<file path="src/rtl/rx_serie_paralelo_if.sv">
// Serial lane bundle between a parallel-to-serial transmitter and the rx_serie_paralelo receiver.
// master: the side that drives the serial bit and consumes recovered bytes; slave: the receiver.
interface rx_serie_paralelo_if;
    logic       data_in;
    logic [7:0] data_out;
    logic       valid_out;
    logic       active;

    modport master (
        output data_in,
        input  data_out,
        input  valid_out,
        input  active
    );

    modport slave (
        input  data_in,
        output data_out,
        output valid_out,
        output active
    );
endinterface

</file>
<file path="src/rtl/rx_serie_paralelo.sv">
// Serial-to-parallel lane receiver: comma hunt, lock after LOCK_COUNT aligned commas, payload delivery.
// Optional byte-period watchdog that drops lock after WDT_BYTES non-comma bytes: macro RX_BC_WATCHDOG_EN.
module rx_serie_paralelo #(
    parameter logic [7:0] COMMA      = 8'hBC,
    parameter int         LOCK_COUNT = 4
`ifdef RX_BC_WATCHDOG_EN
    ,
    parameter int         WDT_BYTES  = 64
`endif
) (
    input  logic               clk_8f,
    input  logic               reset,
    rx_serie_paralelo_if.slave bus
);

    typedef enum logic [1:0] {
        SEARCH = 2'd0,
        ALIGN  = 2'd1,
        ACTIVE = 2'd2
    } state_t;

    localparam int BC_W = $clog2(LOCK_COUNT + 1);
`ifdef RX_BC_WATCHDOG_EN
    localparam int WDT_W = $clog2(WDT_BYTES + 1);
`endif

    // Only seven bits of history feed the candidate byte; the eighth is the live input.
    logic [6:0]      sr_r;
    logic [2:0]      bit_cnt_r;
    logic [BC_W-1:0] bc_cnt_r;
    state_t          state_r;
    logic [7:0]      data_r;
    logic            valid_r;
    logic            active_r;
`ifdef RX_BC_WATCHDOG_EN
    logic [WDT_W-1:0] wdt_cnt_r;
`endif

    logic [7:0] nb_s;
    logic       comma_s;
    logic       boundary_s;

    assign nb_s       = {sr_r, bus.data_in};
    assign comma_s    = (nb_s == COMMA);
    assign boundary_s = (bit_cnt_r == 3'd7);

    assign bus.data_out  = data_r;
    assign bus.valid_out = valid_r;
    assign bus.active    = active_r;

    // Shift register, alignment FSM and registered outputs.
    always_ff @(posedge clk_8f) begin
        if (reset) begin
            sr_r      <= 7'd0;
            bit_cnt_r <= 3'd0;
            bc_cnt_r  <= {BC_W{1'b0}};
            state_r   <= SEARCH;
            data_r    <= 8'h00;
            valid_r   <= 1'b0;
            active_r  <= 1'b0;
`ifdef RX_BC_WATCHDOG_EN
            wdt_cnt_r <= {WDT_W{1'b0}};
`endif
        end else begin
            sr_r <= nb_s[6:0];
            case (state_r)
                SEARCH: begin
                    bit_cnt_r <= 3'd0;
                    if (comma_s) begin
                        bc_cnt_r <= BC_W'(1);
                        state_r  <= ALIGN;
                    end else begin
                        bc_cnt_r <= {BC_W{1'b0}};
                        state_r  <= SEARCH;
                    end
                end

                ALIGN: begin
                    bit_cnt_r <= bit_cnt_r + 3'd1;
                    if (boundary_s) begin
                        if (comma_s) begin
                            bc_cnt_r <= bc_cnt_r + BC_W'(1);
                            if (bc_cnt_r == BC_W'(LOCK_COUNT - 1)) begin
                                state_r  <= ACTIVE;
                                active_r <= 1'b1;
`ifdef RX_BC_WATCHDOG_EN
                                wdt_cnt_r <= {WDT_W{1'b0}};
`endif
                            end else begin
                                state_r <= ALIGN;
                            end
                        end else begin
                            bc_cnt_r <= {BC_W{1'b0}};
                            state_r  <= SEARCH;
                        end
                    end else begin
                        state_r <= ALIGN;
                    end
                end

                ACTIVE: begin
                    bit_cnt_r <= bit_cnt_r + 3'd1;
                    if (boundary_s) begin
                        if (comma_s) begin
                            // Idle byte: drop valid, keep the last payload on data_out.
                            valid_r <= 1'b0;
`ifdef RX_BC_WATCHDOG_EN
                            wdt_cnt_r <= {WDT_W{1'b0}};
`endif
                        end
`ifdef RX_BC_WATCHDOG_EN
                        else if (wdt_cnt_r == WDT_W'(WDT_BYTES - 1)) begin
                            state_r   <= SEARCH;
                            active_r  <= 1'b0;
                            valid_r   <= 1'b0;
                            data_r    <= 8'h00;
                            bc_cnt_r  <= {BC_W{1'b0}};
                            wdt_cnt_r <= {WDT_W{1'b0}};
                        end
`endif
                        else begin
                            data_r  <= nb_s;
                            valid_r <= 1'b1;
`ifdef RX_BC_WATCHDOG_EN
                            wdt_cnt_r <= wdt_cnt_r + WDT_W'(1);
`endif
                        end
                    end else begin
                        state_r <= ACTIVE;
                    end
                end

                default: begin
                    bit_cnt_r <= 3'd0;
                    bc_cnt_r  <= {BC_W{1'b0}};
                    state_r   <= SEARCH;
                    data_r    <= 8'h00;
                    valid_r   <= 1'b0;
                    active_r  <= 1'b0;
                end
            endcase
        end
    end

endmodule

</file>
<file path="src/flat_wrapper.sv">
// flat-port wrapper written by rule: the top's interface ports become plain ports
module rx_serie_paralelo_flat 
#(
    parameter logic [7:0] COMMA      = 8'hBC,
    parameter int         LOCK_COUNT = 4

)
  (clk_8f, reset, bus_data_in, bus_data_out, bus_valid_out, bus_active);
  rx_serie_paralelo_if bus_i ();
  input  logic clk_8f;
  input  logic reset;
  input wire logic [$bits(bus_i.data_in)-1:0] bus_data_in;
  output wire logic [$bits(bus_i.data_out)-1:0] bus_data_out;
  output wire logic [$bits(bus_i.valid_out)-1:0] bus_valid_out;
  output wire logic [$bits(bus_i.active)-1:0] bus_active;
  assign bus_i.data_in = bus_data_in;
  assign bus_data_out = bus_i.data_out;
  assign bus_valid_out = bus_i.valid_out;
  assign bus_active = bus_i.active;
  rx_serie_paralelo #(.COMMA(COMMA), .LOCK_COUNT(LOCK_COUNT)) u_core (.clk_8f(clk_8f), .reset(reset), .bus(bus_i));
endmodule
</file>
<file path="config.mk">
export PLATFORM = sky130hd
export DESIGN_NAME = rx_serie_paralelo_flat
export DESIGN_NICKNAME = d
export VERILOG_FILES = /design/src/rtl/rx_serie_paralelo_if.sv /design/src/rtl/rx_serie_paralelo.sv /design/src/flat_wrapper.sv
export SDC_FILE = /design/constraint.sdc
export NUM_CORES = 1
export LEC_CHECK = 0
export BUFFER_PORTS_ARGS = -buffer_cell sky130_fd_sc_hd__buf_2
export CAP_MARGIN = 20
export CORE_MARGIN = 2
export CORE_UTILIZATION = 40
export CTS_CLUSTER_SIZE = 24
export DETAILED_ROUTE_END_ITERATION = 8
export REMOVE_ABC_BUFFERS = 1
export SLEW_MARGIN = 10
export SYNTH_ARGS = -nofsm -noshare
export SYNTH_HDL_FRONTEND = slang
export SYNTH_SLANG_ARGS = --single-unit
</file>
<file path="constraint.sdc">
create_clock -name clk_8f -period 3.1 [get_ports clk_8f]
set_clock_uncertainty 0.1 [all_clocks]
set_input_delay 0.62 -clock clk_8f [delete_from_list [all_inputs] [get_ports clk_8f]]
set_output_delay 0.62 -clock clk_8f [all_outputs]
set_load 0.05 [all_outputs]
</file>
==> results of run 1 <==
==> layout by cell type (no fill, tap or decap), types with 2 or more instances in the layout <==
master,count
a21oi_1,6
a22o_1,8
a31oi_1,2
and3b_1,2
buf_2,12
clkbuf_4,3
dfxtp_1,25
ha_1,8
inv_1,5
nand2_1,6
nor2_1,3
nor2b_1,8
nor3_1,3
==> stage by stage <==
stage / util / worst slack (ns) / hold WS [ns]
finish: 0.463 / 1.02 / 0.348
global route: 0.463 / 0.850 / 0.394
CTS: 0.463 / 1.01 / 0.346
detailed placement: 0.451 / 0.993 / 0.326
global placement: 0.451 / 0.977 / 0.314
floorplan: - / 1.24 / 0.302
==> worst register-to-register path: stages (launching register included) <==
cell and delay [ns]:
dfxtp_1 0.39, inv_1 0.09, ha_1 0.29, or3_1 0.47, nor4b_4 0.47, a22o_1 0.23
==> worst paths after layout <==
kind	from	endpoint	slack, ns	depth (start not counted)
setup / recovery	u_core.state_r[1]	u_core.bus.data_out[1]	1.02	5
hold / removal	u_core.bit_cnt_r[0]	u_core.bit_cnt_r[0]	0.35	1
setup reg to reg	u_core.state_r[1]	u_core.bus.data_out[1]	1.02	5
hold reg to reg	u_core.bit_cnt_r[0]	u_core.bit_cnt_r[0]	0.35	1
==> metal layers <==
layer / wire length [µm] / vias up / global-route usage / part of all wire
li1: - / 359 / - / -
met1: 889 / 316 / 0.182 / 0.52
met2: 742 / 10 / 0.205 / 0.43
met3: 74 / 0 / 0.0574 / 0.043
met4: 0 / 0 / 0.0250 / 0
met5: 0 / - / 0 / 0
==> layout make-up <==
type,count,area [µm²],area share
timing repair buffer,12,60.1,0.0528
multi-input combinational,60,489,0.430
clock inverter,1,8.76,0.00770
inverter,5,18.8,0.0165
sequential,25,500,0.440
clock buffer,3,22.5,0.0198
tap,30,37.5,0.0330
==> registers in the layout (all words and copies together), names as in the netlist <==
name,flops
u_core.bit_cnt_r,3
u_core.state_r,2
u_core.bus.active,1
u_core.sr_r,7
u_core.bc_cnt_r,3
u_core.bus.valid_out,1
u_core.bus.data_out,8
==> cell families after synthesis <==
logic type / after synthesis / share of synthesized area
buf+inv: 8 / 0.0294
fa+ha+maj: 8 / 0.0982
simple gates: 31 / 0.226
compound gates: 21 / 0.156
flops: 25 / 0.491
==> cell usage after synthesis, types with 2 or more instances <==
cell | number | area [µm²]
ha_1 | 8 | 100
a31oi_1 | 2 | 12.5
nor2b_1 | 8 | 50.1
nand2_1 | 6 | 22.5
a21oi_1 | 6 | 30.0
and3b_1 | 2 | 17.5
nor2_1 | 3 | 11.3
inv_1 | 5 | 18.8
clkbuf_1 | 3 | 11.3
a22o_1 | 8 | 70.1
dfxtp_1 | 25 | 500
nor3_1 | 3 | 15.0
==> power breakdown <==
group	total, mW	switching [mW]	internal [mW]
sequential	0.325	0.00206	0.323
combinational	0.0105	0.00726	0.00326
clock	0.155	0.103	0.0525
==> impl_metrics.csv, run 1 <==
group,metric,value,unit
outcome,status,"finished, final reports clean",
sta,rsz0062_at_grt,"false",
routing,drt_iter0_drc,12,
floorplanning,initial_utilization,0.415,
clock_tree,postCtsHoldBufs,0,
worst_setup_path,critPathRequiredTime,3.28,ns
power_and_ir_drop,fin_total_pwr,0.491,mW
flow_run,maxCapViolCount,0,
placement,dp_hpwl,1240,µm
floorplanning,fp.dieW,54.5,µm
floorplanning,pin_count,13,
sta,hold_viol_final,0,
cells_and_area,num-fill-cells,235,
cells_and_area,drive_gt1_frac,0.189,
routing,drt-total-wl,1710,µm
global_routing,grt_pass1_wl,2880,µm
global_routing,grt_max_degree,19,
sta,maxSlewViolCount,0,
clock_tree,cts_root_buffer,"clkbuf_4",
clock_tree,numCtsBuffers,3,
hold_path,hold_class,"flop to flop",
synthesis,synth_edf_count,0,
routing,drt_pre_antenna_iters,4,
worst_setup_path,crit_slowest_cell,"or3_1",
worst_setup_path,cp_max_fo,10,
sta,setup_violations,0,
global_routing,gr-total-overflow,0,
sta,min_period,2.08,ns
cells_and_area,stdcell_count,136,
routing,drc_errors,0,
worst_setup_path,cp_cell_sequence,"inv_1, ha_1, or3_1, nor4b_4, a22o_1",
sta,maxSlewHeadroom,0.648,
synthesis,synth-async-reset-ratio,0,
floorplanning,die_h,54.5,µm
floorplanning,core,2450,µm²
cells_and_area,fin_area,1140,µm²
routing,ant_nets,0,
worst_setup_path,arrival,2.27,ns
placement,post_dp_cell_area,1110,µm²
worst_setup_path,startpoint_type,"flop",
sta,worst_pin_slew,0.523,ns
power_and_ir_drop,p_leak,0.507,nW
sta,fin_crit_sh,0.672,
worst_setup_path,worstSetupPathType,"flop to flop",
synthesis,yosys_warnings,0,
cells_and_area,area_growth,11.5,%
clock_tree,postCtsSetupBuffers,0,
clock_tree,cts_max_level,1,
worst_setup_path,crit_family,"simple AND/OR/NAND/NOR gates",
synthesis,yosys.cell_types.count,26,
worst_setup_path,path_buf_inv,1,
synthesis,netlist_area,1020,µm²
floorplanning,rows,18,
routing,routed_via_density,5.04,
global_routing,track_usage,0.136,
placement,io_buffers,12,
sta,fmax,480,MHz
power_and_ir_drop,p_per_area,432,nW/µm²
synthesis,yosysSeqAreaShare,0.491,
global_routing,grt_pass1_vias,635,
power_and_ir_drop,irDropWorstVdd,0.373,mV
clock_tree,clock_sinks,25,
clock_tree,cts_resized,0,
global_routing,antenna_found_initial,0,
clock_tree,clk_latency,0.33,ns
cells_and_area,nNetsFinal,118,
placement,place.gp.congestion,0.834,
synthesis,syn_avg_cell_area,11.0,µm²
routing,vias,685,
worst_setup_path,cpPeakStageDelay,0.47,ns
clock_tree,cts_tree,"built",
clock_tree,clk_pin_slew,0.15,ns
placement,placed_cells,132,
worst_setup_path,endpoint_kind,"flop",
sta,fin_tns_setup,0,ns
clock_tree,cts_buffer_depth,2,
routing,wl_per_cell,12.5,µm
synthesis,synth-seq-cells,25,
synthesis,synthFlopType,"dfxtp_1",
synthesis,synthesis.instances,93,
floorplanning,die-area,2970,µm²
cells_and_area,antenna_cells,0,
No activity file was read; power rests on OpenSTA's default activity.
==> run 2: changes to the inputs <==
--- a/config.mk
+++ b/config.mk
@@ -5,6 +5,7 @@
 export SDC_FILE = /design/constraint.sdc
 export NUM_CORES = 1
 export LEC_CHECK = 0
+export ABC_AREA = 1
 export BUFFER_PORTS_ARGS = -buffer_cell sky130_fd_sc_hd__buf_2
 export CAP_MARGIN = 20
 export CORE_MARGIN = 2
==> constraint.sdc (replaced) <==
create_clock -name clk_8f -period 2.14 [get_ports clk_8f]
set_clock_uncertainty 0.1 [all_clocks]
set_input_delay 0.428 -clock clk_8f [delete_from_list [all_inputs] [get_ports clk_8f]]
set_output_delay 0.428 -clock clk_8f [all_outputs]
set_load 0.05 [all_outputs]
==> impl_metrics.csv, run 2 <==
group,metric,value,unit
worst_setup_path,endpoint_kind,"flop",
sta,worst_pin_slew,0.267,ns
floorplanning,die-area,3270,µm²
synthesis,yosys-top-cells-area,"dfxtp_1 (44%), nand2_1 (9.0%), ha_1 (8.8%), inv_1 (5.3%), nand3_1 (4.4%)",
floorplanning,rows,19,
floorplanning,initial_utilization,0.417,
routing,ant_nets,0,
synthesis,yosys_warnings,0,
worst_setup_path,crit_slowest_cell,"dfxtp_1",
power_and_ir_drop,p_per_area,563,nW/µm²
cells_and_area,area_growth,9.96,%
clock_tree,postCtsSetupBuffers,0,
synthesis,synth-async-reset-ratio,0,
routing,wl_per_cell,10.3,µm
synthesis,yosysSeqAreaShare,0.442,
global_routing,antenna_found_initial,0,
synthesis,synthAdderAreaFrac,0.0885,
sta,maxSlewViolCount,0,
worst_setup_path,cp_max_fo,7,
clock_tree,cts_tree,"built",
cells_and_area,antenna_cells,0,
synthesis,synthFlopType,"dfxtp_1",
floorplanning,core,2710,µm²
synthesis,yosys.area_share.xor_xnor,0,
routing,drt_iter0_drc,14,
global_routing,gr-total-overflow,0,
placement,post_dp_cell_area,1210,µm²
synthesis,synth-seq-cells,25,
cells_and_area,nNetsFinal,166,
global_routing,grt_max_degree,16,
synthesis,syn_avg_cell_area,8.08,µm²
power_and_ir_drop,switching_power,0.156,mW
placement,place.gp.congestion,0.848,
synthesis,synth_top_area_share,0.442,
floorplanning,fp.dieW,57.2,µm
sta,rsz0062_at_grt,"false",
clock_tree,cts_buffer_depth,2,
sta,min_period,1.57,ns
clock_tree,postCtsHoldBufs,0,
clock_tree,cts_root_buffer,"clkbuf_4",
sta,fin_tns_setup,0,ns
worst_setup_path,worstSetupPathType,"flop to flop",
synthesis,synth_top_family_by_area,"simple AND/OR/NAND/NOR gates",
placement,io_buffers,12,
worst_setup_path,cp_cell_sequence,"inv_1, ha_1, inv_2, nand2_4, nor2_4, nand2_2, nor2_4, nand2_1, nand2_1",
global_routing,grt_pass1_wl,3370,µm
worst_setup_path,startpoint_type,"flop",
routing,drc_errors,0,
synthesis,muxShareOfSynthArea,0,
sta,fin_crit_sh,0.735,
cells_and_area,layout_commonest_cell,"nand2_1",
cells_and_area,largest_reg_flops,8,
hold_path,hold_depth,3,
worst_setup_path,worst_r2r_path_depth,9,
synthesis,yosys.cell_types.count,21,
synthesis,yosys.area.top_type,"dfxtp_1",
routing,drt_pre_antenna_iters,4,
sta,hold_viol_final,0,
power_and_ir_drop,p_leak,0.572,nW
synthesis,netlist_area,1130,µm²
global_routing,track_usage,0.130,
cells_and_area,final_cell_mix,"nand2_1 (27), dfxtp_1 (25), inv_1 (16)",
outcome,status,"finished, final reports clean",
power_and_ir_drop,power_frac_seq,0.671,
sta,maxSlewHeadroom,0.822,
floorplanning,die_h,57.2,µm
floorplanning,pin_count,13,
global_routing,grt_pass1_vias,803,
flow_run,maxCapViolCount,0,
clock_tree,cts_max_level,1,
clock_tree,cts_resized,0,
synthesis,synth_compound_area_frac,0.104,
synthesis,synthesis.instances,140,
clock_tree,clk_latency,0.32,ns
synthesis,synth_most_common_cell,"nand2_1",
routing,routed_via_density,4.61,
routing,drt-total-wl,1910,µm
clock_tree,clk_pin_slew,0.14,ns
clock_tree,clock_sinks,25,
cells_and_area,drive_gt1_frac,0.240,
hold_path,hold_class,"input pin to flop",
synthesis,synth_edf_count,0,
power_and_ir_drop,intPower,0.544,mW
power_and_ir_drop,comb_power_share,0.024,
routing,vias,852,
placement,dp_hpwl,1490,µm
power_and_ir_drop,p_sw_frac,0.223,
synthesis,synth-simple-area-share,0.274,
sta,fmax,636,MHz
power_and_ir_drop,irDropWorstVdd,0.411,mV
worst_setup_path,critPathRequiredTime,2.31,ns
power_and_ir_drop,fin_total_pwr,0.700,mW
synthesis,netlist_top_cells_count,"nand2_1 (27), dfxtp_1 (25), inv_1 (16)",
worst_setup_path,cpPeakStageDelay,0.43,ns
cells_and_area,fin_area,1240,µm²
power_and_ir_drop,clockPowerShare,0.305,
worst_setup_path,arrival,1.75,ns
clock_tree,numCtsBuffers,3,
sta,setup_violations,0,
[run 2: final timing paths]
kind,start,to,slack [ns]
max,u_core.state_r[1],u_core.bus.data_out[6],0.57
min,bus_data_in,u_core.sr_r[0],0.26
max reg2reg,u_core.state_r[1],u_core.bus.data_out[6],0.57
min reg2reg,u_core.bit_cnt_r[0],u_core.bit_cnt_r[0],0.34
[run 2: layout make-up]
cell class              instances  area [µm²]
fillers                       289        1470
flip-flops and latches         25         500
clock inverters                 1        7.51
clock buffers                   3        22.5
inverters                      23        86.3
well taps                      31        38.8
repair buffers                 12        60.1
multi-input cells              90         528
[run 2: power groups by stage]
stage	Combinational [mW]	Clock, mW	Sequential, mW
CTS	0.0170	0.230	0.470
global route	0.0192	0.242	0.470
global placement	0.0169	0	0.480
detailed placement	0.0170	0	0.480
floorplan	0.00989	0	0.480
finish	0.0168	0.214	0.470
[run 2: cell families (layout without fill, tap and decap cells)]
logic type	Yosys count	after routing
AO/OA/AOI/OAI	19	19
flip-flops	25	25
buffers and inverters	25	39
adder cells (fa/ha/maj)	8	8
AND/OR/NAND/NOR	63	63
[run 2: metal layers]
layer / up-vias / global-route usage / part of all wire
met5: - / 0 / 0
met4: 0 / 0.0399 / 0.0089
li1: 466 / - / -
met1: 373 / 0.163 / 0.49
met3: 2 / 0.0431 / 0.034
met2: 11 / 0.213 / 0.46
[run 2: critical path, delay by kind of cell (launching register included)]
family,cells,cell delay (ns)
fa+ha+maj,1,0.22
simple gates,6,0.56
buf+inv,2,0.22
flops,1,0.43
[run 2: metrics by stage]
stage                     setup WS [ns]  hold slack (ns)  utilization  std cells
final                             0.568            0.257        0.459        185
after floorplan                   0.760            0.299            -        138
after global routing              0.437            0.251        0.459        185
after detailed placement          0.603            0.323        0.448        181
after CTS                         0.554            0.238        0.459        185
after global placement            0.656            0.307        0.448        181
==> run 3: changes to the inputs <==
==> constraint.sdc (replaced) <==
create_clock -name clk_8f -period 1.6 [get_ports clk_8f]
set_clock_uncertainty 0.1 [all_clocks]
set_input_delay 0.32 -clock clk_8f [delete_from_list [all_inputs] [get_ports clk_8f]]
set_output_delay 0.32 -clock clk_8f [all_outputs]
set_load 0.05 [all_outputs]
==> impl_metrics.csv, run 3 (synthesis gave the netlist of run 2 again) <==
group,metric,value,unit
routing,drt_iter0_drc,26,
sta,hold_viol_final,0,
sta,holdWs,0.150,ns
worst_setup_path,reg2reg_slack,0.12,ns
worst_setup_path,crit_start,"u_core.state_r[1]",
sta,fin_tns_setup,0,ns
cells_and_area,largest_reg_flops,8,
worst_setup_path,cpPeakStageDelay,0.38,ns
worst_setup_path,worstReg2RegStart,"u_core.state_r[1]",
cells_and_area,stdcell_count,189,
floorplanning,core,2710,µm²
floorplanning,fp.dieW,57.2,µm
floorplanning,pin_count,13,
worst_setup_path,cp-endpoint,"u_core.bc_cnt_r[0]",
clock_tree,numCtsBuffers,3,
power_and_ir_drop,p_leak,0.585,nW
cells_and_area,layout_commonest_cell,"nand2_1",
worst_setup_path,rr_endpoint,"u_core.bc_cnt_r[0]",
routing,routed_via_density,4.71,
worst_setup_path,cp_max_fo,5,
worst_setup_path,endpoint_kind,"flop",
clock_tree,postCtsHoldBufs,0,
cells_and_area,antenna_cells,0,
worst_setup_path,cp_cell_sequence,"inv_1, ha_2, inv_2, buf_4, o21ai_0, nand2_1, o21ai_1, nand2_1, inv_1",
cells_and_area,drive_gt1_frac,0.304,
flow_run,maxCapViolCount,0,
global_routing,grt_max_degree,16,
global_routing,met3_usage,0.0431,
worst_setup_path,worst_r2r_path_depth,9,
floorplanning,rows,19,
sta,min_period,1.48,ns
cells_and_area,nNetsFinal,170,
placement,placed_cells,181,
worst_setup_path,crit_slowest_cell,"dfxtp_4",
sta,fmax,674,MHz
floorplanning,die-area,3270,µm²
clock_tree,cts_root_buffer,"clkbuf_4",
cells_and_area,final_cell_mix,"nand2_1 (27), dfxtp_1 (22), inv_1 (16)",
sta,setup_violations,0,
global_routing,antenna_found_initial,0,
sta,maxSlewViolCount,0,
routing,wl_per_cell,11.0,µm
global_routing,gr-total-overflow,0,
worst_setup_path,worstSetupPathType,"flop to flop",
routing,drc_errors,0,
cells_and_area,area_growth,14.0,%
sta,fin_crit_sh,0.927,
global_routing,grt.met2_usage,0.213,
routing,vias,890,
global_routing,track_usage,0.130,
worst_setup_path,critPathRequiredTime,1.78,ns
global_routing,grt_use_met1,0.163,
floorplanning,die_h,57.2,µm
clock_tree,clk_latency,0.32,ns
power_and_ir_drop,p_per_area,726,nW/µm²
cells_and_area,finish.utilization,0.476,
placement,place.gp.congestion,0.848,
worst_setup_path,arrival,1.66,ns
floorplanning,initial_utilization,0.417,
power_and_ir_drop,fin_total_pwr,0.936,mW
clock_tree,clock_sinks,25,
global_routing,grt_pass1_wl,3370,µm
worst_setup_path,startpoint_type,"flop",
routing,drt-total-wl,2070,µm
clock_tree,clk_pin_slew,0.14,ns
clock_tree,cts_buffer_depth,2,
hold_path,hold_depth,3,
clock_tree,cts_tree,"built",
clock_tree,cts_max_level,1,
power_and_ir_drop,irDropWorstVdd,0.561,mV
sta,worst_pin_slew,0.272,ns
global_routing,grt_pass1_vias,803,
sta,maxSlewHeadroom,0.819,
sta,rsz0062_at_grt,"false",
outcome,status,"finished, final reports clean",
placement,io_buffers,12,
hold_path,hold_class,"input pin to flop",
placement,dp_hpwl,1490,µm
global_routing,busiest_layer,"met2",
routing,drt_pre_antenna_iters,4,
routing,ant_nets,0,
[run 3: power by group]
part | internal [mW] | switching (mW) | total (mW)
clock | 0.0955 | 0.192 | 0.287
sequential | 0.625 | 0.00167 | 0.626
combinational | 0.00554 | 0.0171 | 0.0227
[run 3: how the worst min path moves through the flow]
stage | endpoint | start
2_1_floorplan | u_core.state_r[1] | reset
4_1_cts | u_core.sr_r[0] | bus_data_in
3_3_place_gp | u_core.bit_cnt_r[0] | u_core.bit_cnt_r[0]
3_5_place_dp | u_core.bit_cnt_r[0] | u_core.bit_cnt_r[0]
6_report | u_core.sr_r[0] | bus_data_in
5_1_grt | u_core.sr_r[0] | bus_data_in
[run 3: cell type report]
cell class                      instances  area (µm²)
Clock inverter                          1        7.51
Sequential cell                        25         507
Fill cell                             285        1420
Inverter                               23        86.3
Timing Repair Buffer                   16        90.1
Multi-Input combinational cell         90         538
Clock buffer                            3        22.5
Tap cell                               31        38.8
[run 3: layer usage]
metal,up-vias,share of wire
met5,-,0
met4,0,0.0082
met3,2,0.037
met2,17,0.48
met1,400,0.48
li1,471,-
[run 3: what timing repair did]
action	4_1_cts	5_1_grt
hold endpoints to repair	0	0
buffers inserted	0	4
resized for setup	0	8
endpoints found under the setup margin	0	11
[run 3: stage by stage]
stage / setup slack, ns / area (µm²)
detailed placement: 0.0633 / 1210
global route: 0.00256 / 1290
finish: 0.116 / 1290
global placement: 0.116 / 1210
CTS: 0.0139 / 1240
floorplan: 0.220 / 1110
[run 3: worst max-delay path: cells and delay by family, from the launching register on]
kind | cells | cell delay [ns]
buffers and inverters | 4 | 0.35
adders and majority gates | 1 | 0.21
and+or+nand+nor | 2 | 0.13
DFF | 1 | 0.38
AOI/OAI and AO/OA | 2 | 0.27
